[src/rtl/kv_cmd_sequencer_pkg.sv]
// Shared constants and types for the KV command sequencer: opcodes, kv_op codes, status bytes, FSM states.
// Latency: none (declarations only). Backpressure: none.
package kv_cmd_sequencer_pkg;

   localparam int PKT_BYTES = 13;
   localparam int KEY_W     = 32;
   localparam int VAL_W     = 64;

   localparam logic [7:0] OP_PUT = 8'h01;
   localparam logic [7:0] OP_GET = 8'h02;
   localparam logic [7:0] OP_DEL = 8'h03;

   localparam logic [1:0] KV_NONE = 2'b00;
   localparam logic [1:0] KV_PUT  = 2'b01;
   localparam logic [1:0] KV_GET  = 2'b10;
   localparam logic [1:0] KV_DEL  = 2'b11;

   localparam logic [7:0] ST_OK    = 8'h00;
   localparam logic [7:0] ST_MISS  = 8'h01;
   localparam logic [7:0] ST_BADOP = 8'h02;

   typedef enum logic [2:0] {
      S_IDLE,
      S_COLLECT,
      S_ISSUE,
      S_WAIT_ACK,
      S_RESP
   } state_t;

   typedef struct packed {
      logic [1:0]       op;
      logic [KEY_W-1:0] key;
      logic [VAL_W-1:0] wdata;
   } kv_req_t;

   // KV_NONE marks an opcode the store does not understand
   function automatic logic [1:0] opcode_to_kvop(input logic [7:0] opc);
      logic [1:0] op;
      case (opc)
         OP_PUT:  op = KV_PUT;
         OP_GET:  op = KV_GET;
         OP_DEL:  op = KV_DEL;
         default: op = KV_NONE;
      endcase
      return op;
   endfunction

endpackage

[src/rtl/kv_cmd_sequencer_resp.sv]
// kv_resp_serializer: sends a status byte and optionally a 64-bit value (MSB first) over tx valid/ready.
// Latency: tx_valid rises the cycle after start. Backpressure: tx_data held while tx_ready is low.
module kv_resp_serializer (
   input  logic        clk,
   input  logic        rst_n,
   input  logic        start,
   input  logic [7:0]  status,
   input  logic [63:0] value,
   input  logic        with_val,
   output logic [7:0]  tx_data,
   output logic        tx_valid,
   input  logic        tx_ready,
   output logic        done
);

   logic        vld_q, vld_d;
   logic [71:0] shr_q, shr_d;
   logic [3:0]  rem_q, rem_d;
   logic        fire;

   assign fire     = vld_q & tx_ready;
   assign done     = fire & (rem_q == 4'd0);
   assign tx_data  = shr_q[71:64];
   assign tx_valid = vld_q;

   always_comb begin
      vld_d = vld_q;
      shr_d = shr_q;
      rem_d = rem_q;
      if (start) begin
         vld_d = 1'b1;
         shr_d = {status, value};
         rem_d = with_val ? 4'd8 : 4'd0;
      end else if (fire) begin
         if (rem_q == 4'd0) begin
            vld_d = 1'b0;
         end else begin
            shr_d = {shr_q[63:0], 8'h00};
            rem_d = rem_q - 4'd1;
         end
      end
   end

   always_ff @(posedge clk or negedge rst_n) begin
      if (!rst_n) begin
         vld_q <= 1'b0;
         shr_q <= '0;
         rem_q <= '0;
      end else begin
         vld_q <= vld_d;
         shr_q <= shr_d;
         rem_q <= rem_d;
      end
   end

endmodule

[src/rtl/kv_cmd_sequencer.sv]
// Frames 13-byte UART commands, issues one KV request at a time, streams status (+GET data) back.
// Latency: last byte->kv_req 2 cycles, kv_ack->tx_valid 1 cycle. Backpressure: bytes arriving while busy
// with a command are dropped and counted; optional inter-byte timeout via KV_CMD_GAP_TIMEOUT_EN.
module kv_cmd_sequencer
    import kv_cmd_sequencer_pkg::*;
#(
    parameter int GAP_CYCLES = 100000
)
(
    input  logic              clk,
    input  logic              rst_n,
    input  logic [7:0]        rx_data,
    input  logic              rx_valid,
    output logic              kv_req,
    output logic [1:0]        kv_op,
    output logic [KEY_W-1:0]  kv_key,
    output logic [VAL_W-1:0]  kv_wdata,
    input  logic              kv_ack,
    input  logic              kv_hit,
    input  logic [VAL_W-1:0]  kv_rdata,
    output logic [7:0]        tx_data,
    output logic              tx_valid,
    input  logic              tx_ready,
    output logic              busy,
    output logic [7:0]        drop_cnt
);

    state_t            state_q, state_d;
    logic [3:0]        idx_q, idx_d;
    logic [7:0]        opc_q, opc_d;
    logic [KEY_W-1:0]  key_q, key_d;
    logic [VAL_W-1:0]  val_q, val_d;
    kv_req_t           req_q, req_d;
    logic              kv_req_q, kv_req_d;
    logic [7:0]        drop_q, drop_d;

    logic              op_ok;
    logic              pkt_last;
    logic              gap_timeout;
    logic              drop_inc;
    logic              ser_start;
    logic [7:0]        ser_status;
    logic              ser_with_val;
    logic              ser_done;

    assign op_ok    = (opcode_to_kvop(opc_q) != KV_NONE);
    assign pkt_last = rx_valid && (idx_q == 4'(PKT_BYTES - 1));

`ifdef KV_CMD_GAP_TIMEOUT_EN
    localparam int GAP_W = $clog2(GAP_CYCLES + 1);
    logic [GAP_W-1:0] gap_q, gap_d;

    // A byte landing on the expiry cycle wins over the timeout
    assign gap_timeout = (state_q == S_COLLECT) && !rx_valid && (gap_q == GAP_W'(GAP_CYCLES - 1));
    assign gap_d       = ((state_q == S_COLLECT) && !rx_valid && !gap_timeout) ? gap_q + GAP_W'(1) : '0;

    always_ff @(posedge clk or negedge rst_n) begin
        if (!rst_n) gap_q <= '0;
        else        gap_q <= gap_d;
    end
`else
    assign gap_timeout = 1'b0;
`endif

    always_ff @(posedge clk or negedge rst_n) begin
        if (!rst_n) state_q <= S_IDLE;
        else        state_q <= state_d;
    end

    always_comb begin
        state_d = state_q;
        case (state_q)
            S_IDLE:     if (rx_valid) state_d = S_COLLECT;
            S_COLLECT:  begin
                if (pkt_last)         state_d = S_ISSUE;
                else if (gap_timeout) state_d = S_IDLE;
            end
            S_ISSUE:    state_d = op_ok ? S_WAIT_ACK : S_RESP;
            S_WAIT_ACK: if (kv_ack) state_d = S_RESP;
            S_RESP:     if (ser_done) state_d = S_IDLE;
            default:    state_d = S_IDLE;
        endcase
    end

    always_comb begin
        busy = (state_q != S_IDLE);
    end

    always_comb begin
        idx_d        = idx_q;
        opc_d        = opc_q;
        key_d        = key_q;
        val_d        = val_q;
        req_d        = req_q;
        kv_req_d     = kv_req_q;
        ser_start    = 1'b0;
        ser_status   = ST_OK;
        ser_with_val = 1'b0;
        drop_inc     = 1'b0;
        case (state_q)
            S_IDLE: begin
                if (rx_valid) begin
                    opc_d = rx_data;
                    idx_d = 4'd1;
                end
            end
            S_COLLECT: begin
                if (rx_valid) begin
                    if (idx_q <= 4'd4) key_d = {key_q[KEY_W-9:0], rx_data};
                    else               val_d = {val_q[VAL_W-9:0], rx_data};
                    idx_d = pkt_last ? 4'd0 : idx_q + 4'd1;
                end else if (gap_timeout) begin
                    idx_d    = 4'd0;
                    drop_inc = 1'b1;
                end
            end
            S_ISSUE: begin
                drop_inc = rx_valid;
                if (op_ok) begin
                    kv_req_d    = 1'b1;
                    req_d.op    = opcode_to_kvop(opc_q);
                    req_d.key   = key_q;
                    req_d.wdata = (opc_q == OP_PUT) ? val_q : '0;
                end else begin
                    ser_start  = 1'b1;
                    ser_status = ST_BADOP;
                end
            end
            S_WAIT_ACK: begin
                drop_inc = rx_valid;
                if (kv_ack) begin
                    kv_req_d     = 1'b0;
                    ser_start    = 1'b1;
                    ser_status   = (req_q.op == KV_PUT || kv_hit) ? ST_OK : ST_MISS;
                    ser_with_val = (req_q.op == KV_GET) && kv_hit;
                end
            end
            S_RESP: begin
                drop_inc = rx_valid;
            end
            default: ;
        endcase
        drop_d = (drop_inc && drop_q != 8'hFF) ? drop_q + 8'd1 : drop_q;
    end

    always_ff @(posedge clk or negedge rst_n) begin
        if (!rst_n) begin
            idx_q    <= '0;
            opc_q    <= '0;
            key_q    <= '0;
            val_q    <= '0;
            req_q    <= '0;
            kv_req_q <= 1'b0;
            drop_q   <= '0;
        end else begin
            idx_q    <= idx_d;
            opc_q    <= opc_d;
            key_q    <= key_d;
            val_q    <= val_d;
            req_q    <= req_d;
            kv_req_q <= kv_req_d;
            drop_q   <= drop_d;
        end
    end

    assign kv_req   = kv_req_q;
    assign kv_op    = req_q.op;
    assign kv_key   = req_q.key;
    assign kv_wdata = req_q.wdata;
    assign drop_cnt = drop_q;

    kv_resp_serializer u_resp (
        .clk      (clk),
        .rst_n    (rst_n),
        .start    (ser_start),
        .status   (ser_status),
        .value    (kv_rdata),
        .with_val (ser_with_val),
        .tx_data  (tx_data),
        .tx_valid (tx_valid),
        .tx_ready (tx_ready),
        .done     (ser_done)
    );

endmodule

[config.mk]
export PLATFORM = sky130hd
export DESIGN_NAME = kv_cmd_sequencer
export DESIGN_NICKNAME = d
export VERILOG_FILES = /design/src/rtl/kv_cmd_sequencer_pkg.sv /design/src/rtl/kv_cmd_sequencer_resp.sv /design/src/rtl/kv_cmd_sequencer.sv
export SDC_FILE = /design/constraint.sdc
export NUM_CORES = 1
export LEC_CHECK = 0
export CORE_ASPECT_RATIO = 0.9
export CORE_MARGIN = 4
export CORE_UTILIZATION = 40
export CTS_CLUSTER_DIAMETER = 60
export DETAILED_ROUTE_END_ITERATION = 10
export PLACE_DENSITY = 0.69
export SYNTH_ARGS = -nofsm -noshare
export SYNTH_HDL_FRONTEND = slang
export SYNTH_SLANG_ARGS = --single-unit
[constraint.sdc]
create_clock -name clk -period 2.25 [get_ports clk]
set_input_delay 0.5625 -clock clk [delete_from_list [all_inputs] [get_ports clk]]
set_output_delay 0.5625 -clock clk [all_outputs]
set_load 0.02 [all_outputs]
==> metrics.yaml, run 1 <==
routing:
  drc_errors: 0
  first_pass_iters: 4
  drt-initial-drc-count: 566
  drt-total-wl_mm: 27.8
  routedWlPerCell_microns: 18.4
  num_vias: 7830
  via_per_inst: 5.19
  postRouteAntennaNets: 0
timing:
  period_share_pct: 96.6
  clock_skew_ns: 0.0186
  fin_crit_ns: 2.17
  worstMarginPinSlew_ns: 0.737
  hold-worst-slack_ns: 0.00743
  setup_viol: 0
  setup_tns_ns: 0
  fmax_ghz: 0.460
  rsz0062_at_grt: "false"
  slew_headroom_pct: 50.9
  drv_slew: 0
  hold_viol_final: 0
setup_path:
  crit_path_top_delay_cell: "clkdlybuf4s50_1"
  ff2ff_setup_slack_ns: 0.21
  critPathKind: "reg2out"
  crit_path_end_kind: "primary output"
  crit_required_ns: 1.69
  cp_slowest_stage_delay_ns: 0.64
  worstPathMaxFanout: 5
  critPathLaunchType: "flop"
  cp_top_family: "buffers and inverters"
  rr_endpoint: "kv_wdata[45]"
  r2r-start: "opc_q[3]"
  critPathBufInv: 1
  rr_worst_depth: 5
  arrival_ns: 1.61
  crit_chain: "clkdlybuf4s50_1"
floorplan:
  core_sq_mm: 0.0292
  die-area_sq_mm: 0.0329
  die_h_microns: 172
  row_count: 59
  io_pins: 195
  die_x_microns: 191
  start_util_pct: 41.1
final_layout:
  multi_input_area_sq_mm: 0.00418
  area_growth_pct: 29.7
  final_cell_count_no_fill: 1510
  fillCellCount: 2508
  drive_above_1_share_pct: 21.7
  final_util_pct: 53.3
  nets: 1172
  area.sequential_sq_mm: 0.00738
  diodes: 0
logic_synthesis:
  netlist_area_sq_mm: 0.0120
  synth_cell_types: 56
  synthXorXnorAreaFrac_pct: 0.656
  synth_ff_type: "dfrtp_1"
  synthArstFlopShare_pct: 100
  synth-edff-count: 0
  synthTopCellsByArea: "dfrtp_1 (61%), mux2_2 (13%), o21ai_0 (5.7%)"
  yosys.area.top_type_share_pct: 61.4
  synth_compound_area_share_pct: 12.0
  yosys_warnings: 0
  yosys.area.top_type: "dfrtp_1"
  synth-simple-area-share_pct: 3.79
  synthCells: 894
  ys_ff_latch: 295
  synth_adder_area_share_pct: 0.521
  avgSynthCellArea_sq_um: 13.4
  synthMuxAreaShare_pct: 17.5
  seq_area_frac_synth_pct: 61.4
  syn_nets: 977
  synth_top_family_by_area: "multiplexers"
clocking:
  cts_made_buffers: 31
  ctsRootBufferMaster: "clkbuf_16"
  worst_skew_pair.late_latency_ns: 0.55
  h-tree-depth: 1
  ctsHoldBuffers: 0
  cts_sinks: 295
  tritoncts: "built"
  postCtsSetupBuffers: 0
  clk_pin_slew_ns: 0.06
  cts_buffer_depth: 3
global_route:
  grt_use_met3_pct: 4.02
  gr-total-overflow: 0
  antenna_found_initial: 0
  busiest_layer: "met2"
  grt_usage_pct: 16.6
  grt_max_degree: 86
  met2_usage_pct: 25.2
  grt_pass1_wl_mm: 44.5
  met1_usage_pct: 24.7
  first_global_vias: 8132
run:
  drv_cap: 0
placed_design:
  placed_cells: 1452
  gp_congestion: 0.796
  port_buffers: 194
  dpl.hpwl_mm: 18.7
run_status:
  status: "finished, final reports clean"
power_and_ir_drop:
  pwr_density_cell_mw_per_mm2: 1160
  leakage_uw: 0.00701
  peakVddDrop_uv: 532
min_path:
  min_path_type: "in2async"
## cell usage in the layout (no fill, tap or decap), types with 2 or more instances in the layout
master,Yosys,layout
nand2_1,35,34
xnor2_1,2,2
nor2_1,10,10
dlymetal6s2s_1,0,2
clkbuf_8,0,8
o21ai_0,136,136
mux2i_1,56,56
dfrtp_1,295,295
a21oi_1,10,10
clkbuf_1,25,8
xor2_1,7,7
nand3_1,7,7
clkbuf_16,0,31
nand4_1,2,2
nand2b_1,2,2
clkinvlp_4,0,2
nor2b_1,2,2
mux2_2,136,136
inv_1,10,10
bufinv_16,0,3
or2_2,2,2
clkinv_2,0,3
buf_4,11,24
ha_1,5,5
buf_12,7,15
and3_1,2,2
inv_6,0,2
clkdlybuf4s50_1,0,190
a22o_1,66,66
nor3_1,5,5
## metal layers
layer / routed length [microns] / up-vias
met5: 0 / -
met4: 445 / 0
met3: 1630 / 36
met2: 12300 / 200
met1: 13500 / 3964
li1: - / 3630
## where the power goes
group	leakage (uW)	internal (uW)	switching [uW]
combinational	0.00267	2560	2060
clock	0.000517	3150	2060
sequential	0.00382	6980	1240
## timing repair
action                                  CTS  global route
resized for setup                         3             3
hold endpoints to repair                  0             0
endpoints found under the setup margin    1             3
## per-stage QoR
step                setup WS (ns)  total power (uW)  cell area (sq um)
global route               0.0145             19200              15600
finish                     0.0759             18100              15600
floorplan                   0.289             11200              12000
detailed placement         -0.210             13000              14500
CTS                       0.00347             18300              15600
global placement           -0.176             12800              14500
## flip-flops by register name (all words and copies together), names as in the netlist
signal and cells:
u_resp.shr_q 72, kv_wdata 64, val_q 64, key_q 32, kv_key 32, drop_cnt 8, opc_q 8, idx_q 4
u_resp.rem_q 4, state_q 3, kv_op 2, kv_req 1, u_resp.tx_valid 1
## logic make-up after synthesis
logic type / after synthesis
XOR/XNOR: 9
AO/OA/AOI/OAI: 227
multiplexers: 193
adder cells (fa/ha/maj): 5
buffers and inverters: 81
flip-flops: 295
AND/OR/NAND/NOR: 84
## worst max path at each step
stage                        to  depth (start not counted)             from  slack, ns
2_1_floorplan  u_resp.shr_q[64]                          8  u_resp.rem_q[0]       0.29
3_3_place_gp          key_q[31]                          6         rx_valid      -0.18
3_5_place_dp          key_q[22]                          6         rx_valid      -0.21
4_1_cts             drop_cnt[2]                          1      drop_cnt[2]      0.003
5_1_grt             drop_cnt[4]                          1      drop_cnt[4]       0.01
6_report            drop_cnt[4]                          1      drop_cnt[4]       0.08
## synthesized netlist by cell type, drive strengths merged (2+ instances only)
master	n
and2	2
and4b	2
ha	5
nor3	6
a31oi	2
nand3	7
and3	2
nand2	35
mux2i	56
nor2b	2
o21ai	136
mux2	137
nor4	2
a21oi	10
clkbuf	30
a22o	67
inv	10
or4	2
nand4	2
xnor2	2
nor2	10
or3b	2
dfrtp	295
or2	2
xor2	7
nand2b	2
nor3b	2
buf	41
## layout make-up
| cell class | instances | share of cell area, % |
|---|---|---|
| sequential | 295 | 47.4 |
| multi-input combinational | 518 | 26.8 |
| tap | 396 | 3.18 |
| timing repair buffer | 233 | 15.6 |
| clock buffer | 47 | 5.88 |
| clock inverter | 11 | 0.939 |
| inverter | 10 | 0.241 |
Note: power is estimated with default switching activity, not from simulation.
==> run 2, diff against run 1 <==
- clock period: 2.25 -> 2.39 ns (I/O delays scaled with it)
==> metrics.yaml, run 2 (synthesis results as in run 1) <==
power_and_ir_drop:
  clkPwrFrac_pct: 28.2  # -0.7 points
  internal_power_uw: 11900  # -6.2%
  p_switching_uw: 5100  # -4.9%
  leakage_uw: 0.00695  # -0.82%
  swShare_pct: 30.0  # +0.30 points
  peakVddDrop_uv: 688  # +29%
  pwr_density_cell_mw_per_mm2: 1090  # -5.7%
  p_comb_share_pct: 26.3  # +0.7 points
  p_seq_share_pct: 45.6  # about the same
  power_uw: 17000  # -5.8%
min_path:
  min_path_type: "in2async"
floorplan:
  start_util_pct: 41.1  # unchanged
  row_count: 59  # unchanged
  die-area_sq_mm: 0.0329  # unchanged
  io_pins: 195  # unchanged
  core_sq_mm: 0.0292  # unchanged
  die_h_microns: 172  # unchanged
  die_x_microns: 191  # unchanged
setup_path:
  cp_top_family: "flip-flops"
  critPathBufInv: 1  # unchanged
  crit_chain: "or3_1 -> dlygate4sd2_1"
  crit_required_ns: 1.79  # +0.10 ns
  critPathKind: "reg2out"
  arrival_ns: 1.68  # +0.07 ns
  crit_path_end_kind: "primary output"
  critPathLaunchType: "flop"
  crit_path_top_delay_cell: "dfrtp_1"
  worstPathMaxFanout: 9  # +4
  cp_slowest_stage_delay_ns: 0.47  # -0.17 ns
clocking:
  cts_buffer_depth: 3  # unchanged
  ctsHoldBuffers: 0  # unchanged
  postCtsSetupBuffers: 0  # unchanged
  h-tree-depth: 1  # unchanged
  cts_made_buffers: 31  # unchanged
  worst_skew_pair.late_latency_ns: 0.55  # about the same
  tritoncts: "built"
  clk_pin_slew_ns: 0.06  # about the same
  cts_sinks: 295  # unchanged
  ctsRootBufferMaster: "clkbuf_16"
final_layout:
  final_util_pct: 53.2  # -0.086 points
  multi_input_area_sq_mm: 0.00418  # unchanged
  final_cell_mix: "dfrtp_1 (295), clkdlybuf4s50_1 (192), mux2_2 (136), o21ai_0 (136), a22o_1 (66)"
  nets: 1170  # -0.17%
  fin_area_sq_mm: 0.0156  # -0.16%
  area_growth_pct: 29.5
  area.sequential_sq_mm: 0.00738  # unchanged
  diodes: 0  # unchanged
  drive_above_1_share_pct: 21.3  # -0.42 points
  fillCellCount: 2483  # -1.0%
  regMostFlops: "u_resp.shr_q"
  largest_register_ffs: 72  # unchanged
  final_common_cell: "dfrtp_1"
timing:
  hold_viol_final: 0  # unchanged
  slew_headroom_pct: 51.0  # +0.11 points
  worstMarginPinSlew_ns: 0.735  # -0.00166 ns
  period_share_pct: 95.2
  setup_tns_ns: 0  # unchanged
  rsz0062_at_grt: "false"
  fin_crit_ns: 2.28
  setup_viol: 0  # unchanged
  drv_slew: 0  # unchanged
  clock_skew_ns: 0.0147  # -0.00386 ns
  fmax_ghz: 0.439
routing:
  drt-total-wl_mm: 28.1  # +0.87%
  drt-initial-drc-count: 367  # -35%
  postRouteAntennaNets: 0  # unchanged
  num_vias: 7764  # -0.84%
  first_pass_iters: 5  # +1
  drc_errors: 0  # unchanged
  via_per_inst: 5.16  # -0.45%
  routedWlPerCell_microns: 18.7  # +1.3%
global_route:
  gr-total-overflow: 0  # unchanged
  grt_max_degree: 86  # unchanged
  grt_usage_pct: 16.7  # +0.17 points
  grt_pass1_wl_mm: 45.1  # +1.2%
  antenna_found_initial: 1  # +1
  first_global_vias: 8251  # +1.5%
run:
  drv_cap: 0  # unchanged
run_status:
  status: "finished, final reports clean"
placed_design:
  port_buffers: 194  # unchanged
  gp_congestion: 0.783  # -1.6%
  dpl.hpwl_mm: 18.9  # +1.2%
  place_area_sq_mm: 0.0145  # +0.15%
-- run 2: cell types whose count changed in the layout (fill, tap and decap cells not counted), moves of 2 or more --
| cell | previous run | this run |
|---|---|---|
| buf_4 | 24 | 19 |
| clkdlybuf4s50_1 | 190 | 192 |
| inv_8 | 0 | 2 |
| buf_12 | 15 | 18 |
| dlymetal6s2s_1 | 2 | 0 |
| clkbuf_8 | 8 | 4 |
-- run 2: path summary, 6_finish.rpt --
| check | from | endpoint | slack (ns) | depth (start not counted) |
|---|---|---|---|---|
| setup / recovery | state_q[2] | busy | 0.11 | 2 |
| hold / removal | rst_n | kv_wdata[52] | 0.05 | 1 |
| setup reg to reg | opc_q[3] | kv_wdata[51] | 0.29 | 5 |
| hold reg to reg | val_q[62] | kv_wdata[62] | 0.48 | 1 |
| max in group asynchronous | rst_n | val_q[62] | 1.64 | 2 |
| min in group clk | val_q[62] | kv_wdata[62] | 0.48 | 1 |
-- run 2: power groups by stage --
stage          clock network, uW  logic [uW]  registers [uW]
3_3_place_gp                   0        4350            7790
2_1_floorplan                  0        3040            7510
3_5_place_dp                   0        4510            7840
6_report                    4790        4470            7750
5_1_grt                     5120        4940            7960
4_1_cts                     4910        4530            7760
-- run 2: layout make-up --
class / count / share of cell area, %
Tap cell: 396 / 3.18
Sequential cell: 295 / 47.4
Multi-Input combinational cell: 518 / 26.9
Inverter: 10 / 0.241
Clock inverter: 12 / 1.02
Timing Repair Buffer: 231 / 15.7
Clock buffer: 42 / 5.51
-- run 2: timing repair --
item / in CTS / in global routing
hold endpoints to repair: 0 / 0
resized for setup: 1 / 0
endpoints found under the setup margin: 1 / 0
-- run 2: per-layer routing --
layer	GRT usage, %	share of wire [%]	up-vias
li1	-	-	3618
met1	24.5	47	3908
met2	26.1	45	202
met3	3.88	6.1	34
met4	3.06	1.8	2
met5	0	0.025	-
-- run 2: worst reg2reg max path, stage by stage (launching register included) --
cell and delay [ns]:
dfrtp_1 0.39, or4_4 0.56, nor4_4 0.32, and3b_2 0.29, buf_4 0.29, a22o_1 0.19
-- run 2: per-stage QoR --
stage / cells / setup WS, ns / hold slack (ns)
after floorplan: 894 / 0.429 / 0.302
after global placement: 1450 / 0.0524 / 0.470
after detailed placement: 1450 / 0.0433 / 0.475
after CTS: 1504 / 0.0721 / 0.0610
after global routing: 1504 / 0.0173 / 0.0797
final: 1504 / 0.114 / 0.0528
==> run 3, diff against run 2 <==
- GPL_ROUTABILITY_DRIVEN: default -> 0
==> results of run 3 <==
No change in the layout: final DEF, timing and power equal those of run 2.
